$ cat src/rtl/bus_term_fifo_if.sv
// Terminal/bus port bundle for bus_term_fifo: write side from the terminal, pop side to the bus.
// The master modport belongs to whoever drives wr_push/wr_data/pop; the FIFO takes the slave modport.
interface bus_term_fifo_if #(
    parameter int pckg_sz     = 16,
    parameter int profundidad = 8
);
    localparam int CW = $clog2(profundidad + 1);

    // Handshake: a word moves out when pop=1 in a cycle where pndng=1, and the consumer
    // samples D_pop in that same cycle; wr_push accepts wr_data each cycle it is high unless full.
    logic               wr_push;
    logic [pckg_sz-1:0] wr_data;
    logic               full;
    logic               pndng;
    logic               pop;
    logic [pckg_sz-1:0] D_pop;
    logic [CW-1:0]      count;
    logic               overflow;
    logic               underflow;

    modport master (
        output wr_push, wr_data, pop,
        input  full, pndng, D_pop, count, overflow, underflow
    );

    modport slave (
        input  wr_push, wr_data, pop,
        output full, pndng, D_pop, count, overflow, underflow
    );
endinterface

$ cat src/rtl/bus_term_fifo.sv
// Per-terminal first-word-fall-through transmit FIFO feeding the bus arbiter.
// Build option FIFO_DROP_OLDEST_EN: a push-only on full overwrites the head instead of dropping wr_data.
module bus_term_fifo #(
    parameter int pckg_sz     = 16,
    parameter int profundidad = 8
) (
    input  logic           clk,
    input  logic           reset,
    bus_term_fifo_if.slave bus
);
    localparam int CW = $clog2(profundidad + 1);
    localparam int PW = (profundidad > 1) ? $clog2(profundidad) : 1;

    logic [pckg_sz-1:0] mem [profundidad];
    logic [PW-1:0]      rd_ptr;
    logic [PW-1:0]      wr_ptr;
    logic [CW-1:0]      count_q;
    logic [CW-1:0]      count_next;
    logic               pndng_q;
    logic               full_q;
    logic               overflow_q;
    logic               underflow_q;
    logic               pop_ok;
    logic               push_ok;
    logic               adv_rd;

    assign pop_ok = bus.pop && pndng_q;

`ifdef FIFO_DROP_OLDEST_EN
    // On full, wr_ptr == rd_ptr, so writing and advancing both pointers replaces the oldest word.
    assign push_ok = bus.wr_push;
    assign adv_rd  = pop_ok || (bus.wr_push && full_q);
`else
    assign push_ok = bus.wr_push && (!full_q || pop_ok);
    assign adv_rd  = pop_ok;
`endif

    always_comb begin
        count_next = count_q;
        if (push_ok && !adv_rd) begin
            count_next = count_q + CW'(1);
        end else if (adv_rd && !push_ok) begin
            count_next = count_q - CW'(1);
        end
    end

    function automatic logic [PW-1:0] ptr_inc(input logic [PW-1:0] p);
        return (p == PW'(profundidad - 1)) ? '0 : p + PW'(1);
    endfunction

    always_ff @(posedge clk) begin
        if (reset) begin
            rd_ptr      <= '0;
            wr_ptr      <= '0;
            count_q     <= '0;
            pndng_q     <= 1'b0;
            full_q      <= 1'b0;
            overflow_q  <= 1'b0;
            underflow_q <= 1'b0;
        end else begin
            if (push_ok) wr_ptr <= ptr_inc(wr_ptr);
            if (adv_rd)  rd_ptr <= ptr_inc(rd_ptr);
            count_q     <= count_next;
            pndng_q     <= (count_next != '0);
            full_q      <= (count_next == CW'(profundidad));
            overflow_q  <= bus.wr_push && full_q && !pop_ok;
            underflow_q <= bus.pop && !pndng_q;
        end
    end

    // Storage is deliberately left out of reset; the pointers alone define what is valid.
    always_ff @(posedge clk) begin
        if (!reset && push_ok) begin
            mem[wr_ptr] <= bus.wr_data;
        end
    end

    assign bus.D_pop     = pndng_q ? mem[rd_ptr] : '0;
    assign bus.pndng     = pndng_q;
    assign bus.full      = full_q;
    assign bus.count     = count_q;
    assign bus.overflow  = overflow_q;
    assign bus.underflow = underflow_q;
endmodule

$ cat src/flat_wrapper.sv
// flat-port wrapper written by rule: the top's interface ports become plain ports
module bus_term_fifo_flat 
#(
    parameter int pckg_sz     = 16,
    parameter int profundidad = 8
)
  (clk, reset, bus_wr_push, bus_wr_data, bus_pop, bus_full, bus_pndng, bus_D_pop, bus_count, bus_overflow, bus_underflow);
  bus_term_fifo_if #(.pckg_sz(pckg_sz), .profundidad(profundidad)) bus_i ();
  input  logic clk;
  input  logic reset;
  input wire logic [$bits(bus_i.wr_push)-1:0] bus_wr_push;
  input wire logic [$bits(bus_i.wr_data)-1:0] bus_wr_data;
  input wire logic [$bits(bus_i.pop)-1:0] bus_pop;
  output wire logic [$bits(bus_i.full)-1:0] bus_full;
  output wire logic [$bits(bus_i.pndng)-1:0] bus_pndng;
  output wire logic [$bits(bus_i.D_pop)-1:0] bus_D_pop;
  output wire logic [$bits(bus_i.count)-1:0] bus_count;
  output wire logic [$bits(bus_i.overflow)-1:0] bus_overflow;
  output wire logic [$bits(bus_i.underflow)-1:0] bus_underflow;
  assign bus_i.wr_push = bus_wr_push;
  assign bus_i.wr_data = bus_wr_data;
  assign bus_i.pop = bus_pop;
  assign bus_full = bus_i.full;
  assign bus_pndng = bus_i.pndng;
  assign bus_D_pop = bus_i.D_pop;
  assign bus_count = bus_i.count;
  assign bus_overflow = bus_i.overflow;
  assign bus_underflow = bus_i.underflow;
  bus_term_fifo #(.pckg_sz(pckg_sz), .profundidad(profundidad)) u_core (.clk(clk), .reset(reset), .bus(bus_i));
endmodule
$ cat config.mk
export PLATFORM = sky130hd
export DESIGN_NAME = bus_term_fifo_flat
export DESIGN_NICKNAME = d
export VERILOG_FILES = /design/src/rtl/bus_term_fifo_if.sv /design/src/rtl/bus_term_fifo.sv /design/src/flat_wrapper.sv
export SDC_FILE = /design/constraint.sdc
export NUM_CORES = 1
export LEC_CHECK = 0
export ABC_AREA = 1
export BUFFER_PORTS_ARGS = -buffer_cell sky130_fd_sc_hd__buf_2
export CORE_ASPECT_RATIO = 2
export CORE_MARGIN = 2
export CORE_UTILIZATION = 50
export DETAILED_ROUTE_END_ITERATION = 10
export MAX_ROUTING_LAYER = met4
export PLACE_DENSITY = 0.71
export SYNTH_ARGS = -nofsm -noshare
export SYNTH_HDL_FRONTEND = slang
export SYNTH_SLANG_ARGS = --single-unit
$ cat constraint.sdc
create_clock -name clk -period 2.1 [get_ports clk]
set_input_delay 0.315 -clock clk [delete_from_list [all_inputs] [get_ports clk]]
set_output_delay 0.315 -clock clk [all_outputs]
set_load 0.02 [all_outputs]
==> reports/qor.yml, run 1 <==
die:
  core_um2: 11600
  die_h_um: 157
  dieWidth_um: 80.6
  io_pins: 44
  dieArea_um2: 12700
  rows: 56
  initial_utilization_pct: 50.7
hold_path:
  hp-class: "primary input to flop"
yosys:
  synth.top_cell.area_share_pct: 65.6
  synth-seq-area-share_pct: 71.4
  synth_area_per_cell_um2: 12.2
  yosys_warnings: 0
  synth.most_common_cell: "edfxtp_1"
  synthArstFlopShare_pct: 0
  syn_area_um2: 5860
  synth-seq-cells: 145
  syn-num-nets: 506
  synth_edf_count: 128
  netlist_instances: 480
  synth-main-ff-cell: "edfxtp_1"
  yosys.area.top_type: "edfxtp_1"
  synth_cell_types: 25
  synth_common_cells: "edfxtp_1, nor2_1, o21ai_0"
  synthTopCellsByArea: "edfxtp_1, nor2_1, dfxtp_1"
pwr:
  switchingPower_mw: 1.69
  p_int_mw: 5.32
  p_leak_nw: 2.67
  ir_worst_vdd_v: 0.000779
  power_frac_seq_pct: 46.4
  p_per_area_nw_per_um2: 960
  pwr-share-clk_pct: 40.9
  p_sw_share_pct: 24.1
  combPwrFrac_pct: 12.7
  p_total_mw: 7.01
worst_setup_path:
  cp.arrival_ps: 1780
  endpoint_kind: "output port"
  startpoint_type: "flop"
  criticalPathCategory: "flop to output port"
  cp.required_ps: 1780
  critPathMaxFanout: 9
global_route:
  grt_pass1_wl_um: 17500
  grtUsageTotal_pct: 19.7
  grt.overflow.total: 0
  grt_max_degree: 65
  antenna_found_initial: 0
  first_global_vias: 3580
drt:
  vias_per_cell: 5.55
  dr.first_iter.drc_count: 266
  vias: 3926
  ant_nets: 0
  routedWlPerCell_um: 18.4
  wl_um: 13000
  firstDrtPassIters: 7
  drc: 0
timing:
  max_freq_mhz: 477
  hold_violations: 0
  clock_skew_ps: 9.72
  slew_headroom_pct: 73.7
  fin_crit_sh_pct: 99.8
  fin_crit_ps: 2090
  rsz0062_at_grt: "yes"
  maxSlewViolCount: 0
  worst_slew_pin_slew_ps: 394
  setup_viol: 0
placement:
  place.detailed.hpwl_um: 6620
  place_area_um2: 6310
  io_buffers: 43
  dp.cells: 660
  gp_congestion: 0.865
outcome:
  outcome: "finished, final reports clean"
finish:
  area_delta_synth_final_pct: 24.6
  drive_gt1_share_pct: 22.1
  stdcell_count: 707
  antenna_cells: 0
  nNetsFinal: 575
  final_area_um2: 7310
clock_network:
  cts_tree: "yes"
  cts.sinks: 145
  hold_buffers: 0
  cts_buffers: 17
  htreeDepth: 4
  clkTransAtPathRegs_ps: 60
  root_buffer: "clkbuf_16"
  worstSkewPairLatency_ps: 410
  cts_buffer_depth: 2
flow_run:
  cap_violations: 0
layer usage:
metal | global-route usage [%] | routed length [um] | share of wire [%]
met1 | 22.9 | 4960 | 38
met2 | 32.1 | 6890 | 53
met3 | 4.70 | 787 | 6.0
met4 | 8.72 | 391 | 3.0
met5 | - | 0 | 0
flip-flops by register name (all words and copies together), names as in the netlist, named ones only:
name,flops
u_core.bus.pndng,1
u_core.bus.overflow,1
u_core.bus.count,4
u_core.bus.underflow,1
u_core.mem,128
u_core.rd_ptr,3
u_core.wr_ptr,3
u_core.bus.full,1
through the flow:
stage	worst slack, ps	hold slack, ps	utilization, %	setup TNS, ps
after floorplan	-85.6	414	-	-10950
after global placement	292	494	54.6	0
after detailed placement	290	486	54.6	0
after CTS	40.9	152	59.7	0
after global routing	-78.7	155	63.2	-465
final	5.17	164	63.2	0
cell type report:
| class | count | area [um^2] |
|---|---|---|
| fill | 838 | 4250 |
| sequential | 145 | 4190 |
| multi-input combinational | 291 | 1480 |
| timing repair buffer | 76 | 808 |
| clock buffer | 19 | 433 |
| tap | 145 | 181 |
| clock inverter | 13 | 136 |
| inverter | 18 | 75.1 |
placed cells by master, fill, tap and decap left out, types with 10 or more instances in the layout:
cell type    n
buf_12      10
buf_2       30
buf_4       22
clkbuf_16   26
dfxtp_1     15
edfxtp_1   128
inv_1       12
mux2i_1     16
nand2_1     26
nand3_1     10
nor2_1     109
o21ai_0     44
o21ai_1     40
o22ai_1     16
critical path, stage by stage, from the launching register on:
cell,delay [ps]
dfxtp_4,380
buf_12,150
clkbuf_16,160
mux2i_1,210
o22ai_1,100
nor2_1,140
nor2_1,70
buf_2,160
repair_timing:
action	CTS	global route
gates cloned	0	10
resized for setup	1	57
setup endpoints to repair	16	16
setup buffers	2	3
pin swaps	0	15
path summary, 6_finish.rpt:
kind | depth (start not counted) | slack, ps | from | endpoint
max | 7 | 5 | flop | bus_D_pop[13]
min | 3 | 160 | bus_pop | u_core.bus.underflow$_SDFF_PP0_
max reg2reg | 7 | 330 | u_core.bus.pndng$_SDFF_PP0_ | u_core.mem[1][7]$_DFFE_PP_
min reg2reg | 2 | 500 | u_core.rd_ptr[1]$_SDFFE_PP0P_ | flop
power by group through the flow:
| stage | clock network [mW] | logic [mW] | registers (mW) |
|---|---|---|---|
| 4_1_cts | 2.88 | 0.697 | 3.25 |
| 3_5_place_dp | 0 | 0.684 | 3.32 |
| 6_report | 2.87 | 0.888 | 3.25 |
| 2_1_floorplan | 0 | 0.461 | 3.31 |
| 5_1_grt | 3.04 | 0.962 | 3.26 |
| 3_3_place_gp | 0 | 0.673 | 3.31 |
cell families after synthesis:
| kind of cell | synth area share (%) |
|---|---|
| simple gates | 11.1 |
| mux | 2.73 |
| xor+xnor | 0.149 |
| fa+ha+maj | 1.28 |
| buf+inv | 3.86 |
| compound gates | 9.48 |
| flops | 71.4 |
(Power assumes the default switching activity.)
==> run 2: changes to the inputs <==
--- a/config.mk
+++ b/config.mk
@@ -5,7 +5,6 @@
 export SDC_FILE = /design/constraint.sdc
 export NUM_CORES = 1
 export LEC_CHECK = 0
-export ABC_AREA = 1
 export BUFFER_PORTS_ARGS = -buffer_cell sky130_fd_sc_hd__buf_2
 export CORE_ASPECT_RATIO = 2
 export CORE_MARGIN = 2
@@ -13,6 +12,7 @@
 export DETAILED_ROUTE_END_ITERATION = 10
 export MAX_ROUTING_LAYER = met4
 export PLACE_DENSITY = 0.71
+export SETUP_SLACK_MARGIN = 0.15
 export SYNTH_ARGS = -nofsm -noshare
 export SYNTH_HDL_FRONTEND = slang
 export SYNTH_SLANG_ARGS = --single-unit
==> constraint.sdc (replaced) <==
create_clock -name clk -period 2.1 [get_ports clk]
set_input_delay 0.315 -clock clk [delete_from_list [all_inputs] [get_ports clk]]
set_output_delay 0.315 -clock clk [all_outputs]
set_load 0.05 [all_outputs]
==> reports/qor.yml, run 2 <==
yosys:
  synth-seq-cells: 145  # unchanged
  synth-seq-area-share_pct: 73.5  # +2.1 points
  synth-main-ff-cell: "edfxtp_1"
  synth.top_cell.area_share_pct: 67.5  # +2.0 points
  synth_area_per_cell_um2: 19.5  # +60%
  synthTopCellsByArea: "edfxtp_1, mux4_2, dfxtp_1"
  synthArstFlopShare_pct: 0  # unchanged
  syn_area_um2: 5690  # -2.9%
  yosys.area.top_type: "edfxtp_1"
  syn-num-nets: 318  # -37%
  synth.most_common_cell: "edfxtp_1"
  synth_edf_count: 128  # unchanged
  netlist_instances: 292  # -39%
  synth_cell_types: 33  # +32%
  yosys_warnings: 0  # unchanged
  synth_common_cells: "edfxtp_1, mux4_2, dfxtp_1, nor2b_1, mux2i_1"
die:
  io_pins: 44  # unchanged
  dieWidth_um: 79.4  # -1.4%
  core_um2: 11200  # -3.0%
  dieArea_um2: 12300  # -2.8%
  die_h_um: 155  # -1.4%
  initial_utilization_pct: 50.7  # about the same
  rows: 55  # -1.8%
global_route:
  grt_max_degree: 33  # -49%
  grt.overflow.total: 0  # unchanged
  grtUsageTotal_pct: 19.6  # -0.044 points
  antenna_found_initial: 0  # unchanged
  first_global_vias: 3092  # -14%
  grt_pass1_wl_um: 16500  # -5.7%
worst_setup_path:
  startpoint_type: "flop"
  criticalPathCategory: "flop to output port"
  ff2ff_setup_slack_ps: 320  # about the same
  cp.arrival_ps: 1940  # +160 ps
  ff2ff_path_depth: 6  # -1
  endpoint_kind: "output port"
  r2r_end: "u_core.mem[0][0]$_DFFE_PP_"
  critPathMaxFanout: 6  # -3
  cp.required_ps: 1780  # about the same
  reg2reg_from: "u_core.bus.pndng$_SDFF_PP0_"
finish:
  fill_cells: 779  # -7.0%
  final_cell_mix: "edfxtp_1, mux4_2, buf_2, clkbuf_16, nor2b_2"
  stdcell_count: 512  # -28%
  area_delta_synth_final_pct: 25.0
  antenna_cells: 0  # unchanged
  drive_gt1_share_pct: 43.0  # +21 points
  largest-register: "u_core.mem"
  nNetsFinal: 383  # -33%
  largest_reg_flops: 128  # unchanged
  final_core_util_pct: 63.4  # +0.24 points
  final_common_cell: "edfxtp_1"
timing:
  hold_ws_ps: 168  # +4.06 ps
  rsz0062_at_grt: "yes"
  worst_slew_pin_slew_ps: 372  # -21.1 ps
  max_freq_mhz: 443  # -7.1%
  hold_violations: 0  # unchanged
  maxSlewViolCount: 0  # unchanged
  fin_crit_sh_pct: 107  # +7.7 points
  slew_headroom_pct: 75.2  # +1.4 points
  fin_ws_ps: -156  # -161 ps
  setup_viol: 16  # +16
  fin_crit_ps: 2260  # +161 ps
  clock_skew_ps: 5.96  # -3.76 ps
pwr:
  ir_worst_vdd_v: 0.000747  # -4.0%
  p_leak_nw: 2.35  # -12%
  p_per_area_nw_per_um2: 1090  # +13%
clock_network:
  cts_buffer_depth: 2  # unchanged
  clkTransAtPathRegs_ps: 60  # about the same
  root_buffer: "clkbuf_16"
  worstSkewPairLatency_ps: 410  # about the same
  cts_tree: "yes"
  cts_buffers: 17  # unchanged
  htreeDepth: 4  # unchanged
  cts.sinks: 145  # unchanged
placement:
  dp.cells: 477  # -28%
  place.detailed.hpwl_um: 6330  # -4.5%
  gp_congestion: 0.751  # -13%
  io_buffers: 43  # unchanged
drt:
  drc: 0  # unchanged
  vias: 2845  # -28%
  vias_per_cell: 5.56  # about the same
  dr.first_iter.drc_count: 149  # -44%
  wl_um: 10600  # -19%
  firstDrtPassIters: 4  # -3
  ant_nets: 0  # unchanged
  routedWlPerCell_um: 20.6  # +12%
outcome:
  outcome: "finished, violations left"
  violations: "negative setup slack"
hold_path:
  min_from: "bus_wr_data[0]"
  hold-path-endpoint: "u_core.mem[2][0]$_DFFE_PP_"
  hp-class: "primary input to flop"
  hold_depth: 1  # -2
flow_run:
  cap_violations: 0  # unchanged
## run 2: worst max path at each step
stage | startpoint | end | slack (ps) | depth (start not counted)
5_1_grt | flop | bus_D_pop[9] | -240 | 6
3_5_place_dp | flop | bus_D_pop[3] | 190 | 5
4_1_cts | flop | bus_D_pop[15] | -170 | 5
2_1_floorplan | u_core.bus.pndng$_SDFF_PP0_ | u_core.mem[0][0]$_DFFE_PP_ | 90 | 5
3_3_place_gp | flop | bus_D_pop[3] | 170 | 5
6_report | flop | bus_D_pop[14] | -160 | 6
## run 2: per-layer routing
metal  wire length [um]  up-vias  global-route usage (%)  share of wire [%]
met5                  0        -                       -                  0
met4                204        0                    8.78                1.9
met3                403       13                    4.58                3.8
met2               6150       64                    34.5                 58
met1               3810     1468                    20.4                 36
li1                   -     1300                       -                  -
## run 2: layout make-up
type                       instances  area, um^2  area share [%]
clock buffer                      17         425            5.98
clock inverter                    15         181            2.55
inverter                           2        7.51           0.105
multi-input combinational        132        1530            21.5
sequential                       145        4190            58.9
tap                              142         178            2.50
timing repair buffer              59         602            8.46
## run 2: timing repair
action,CTS,global route
gates resized for setup,34,1
gates cloned,2,0
endpoints found under the hold margin,0,0
setup endpoints to repair,16,16
hold buffers,0,0
setup buffers,1,0
pin swaps,0,0
## run 2: cell families after synthesis
kind of cell,synth area share [%]
xor gates and xnor gates,0.462
muxes,15.5
buffers and inverters,1.67
adders and majority gates,1.32
DFF,73.5
and+or+nand+nor,6.33
AOI/OAI and AO/OA,1.23
## run 2: worst max-delay path, stage by stage, from the launching register on
cell and delay [ps]:
dfxtp_4 380, buf_12 130, buf_16 130, mux4_2 490, mux2i_1 180, nor2b_2 60, buf_6 150
## run 2: power breakdown
group / leakage (nW) / switching [mW] / internal [mW]
registers: 1.30 / 0.0712 / 3.22
clock network: 0.285 / 1.15 / 1.88
logic: 0.771 / 0.823 / 0.592
total: 2.35 / 2.04 / 5.70
## run 2: through the flow
| stage | setup TNS [ps] | setup WS (ps) | total power [mW] | instance area (um^2) |
|---|---|---|---|---|
| finish | -1930 | -156 | 7.74 | 7120 |
| global route | -3360 | -239 | 8.02 | 7120 |
| CTS | -2420 | -171 | 7.82 | 7110 |
| detailed placement | 0 | 187 | 4.62 | 6330 |
| global placement | 0 | 172 | 4.59 | 6330 |
| floorplan | 0 | 85.7 | 4.33 | 5800 |
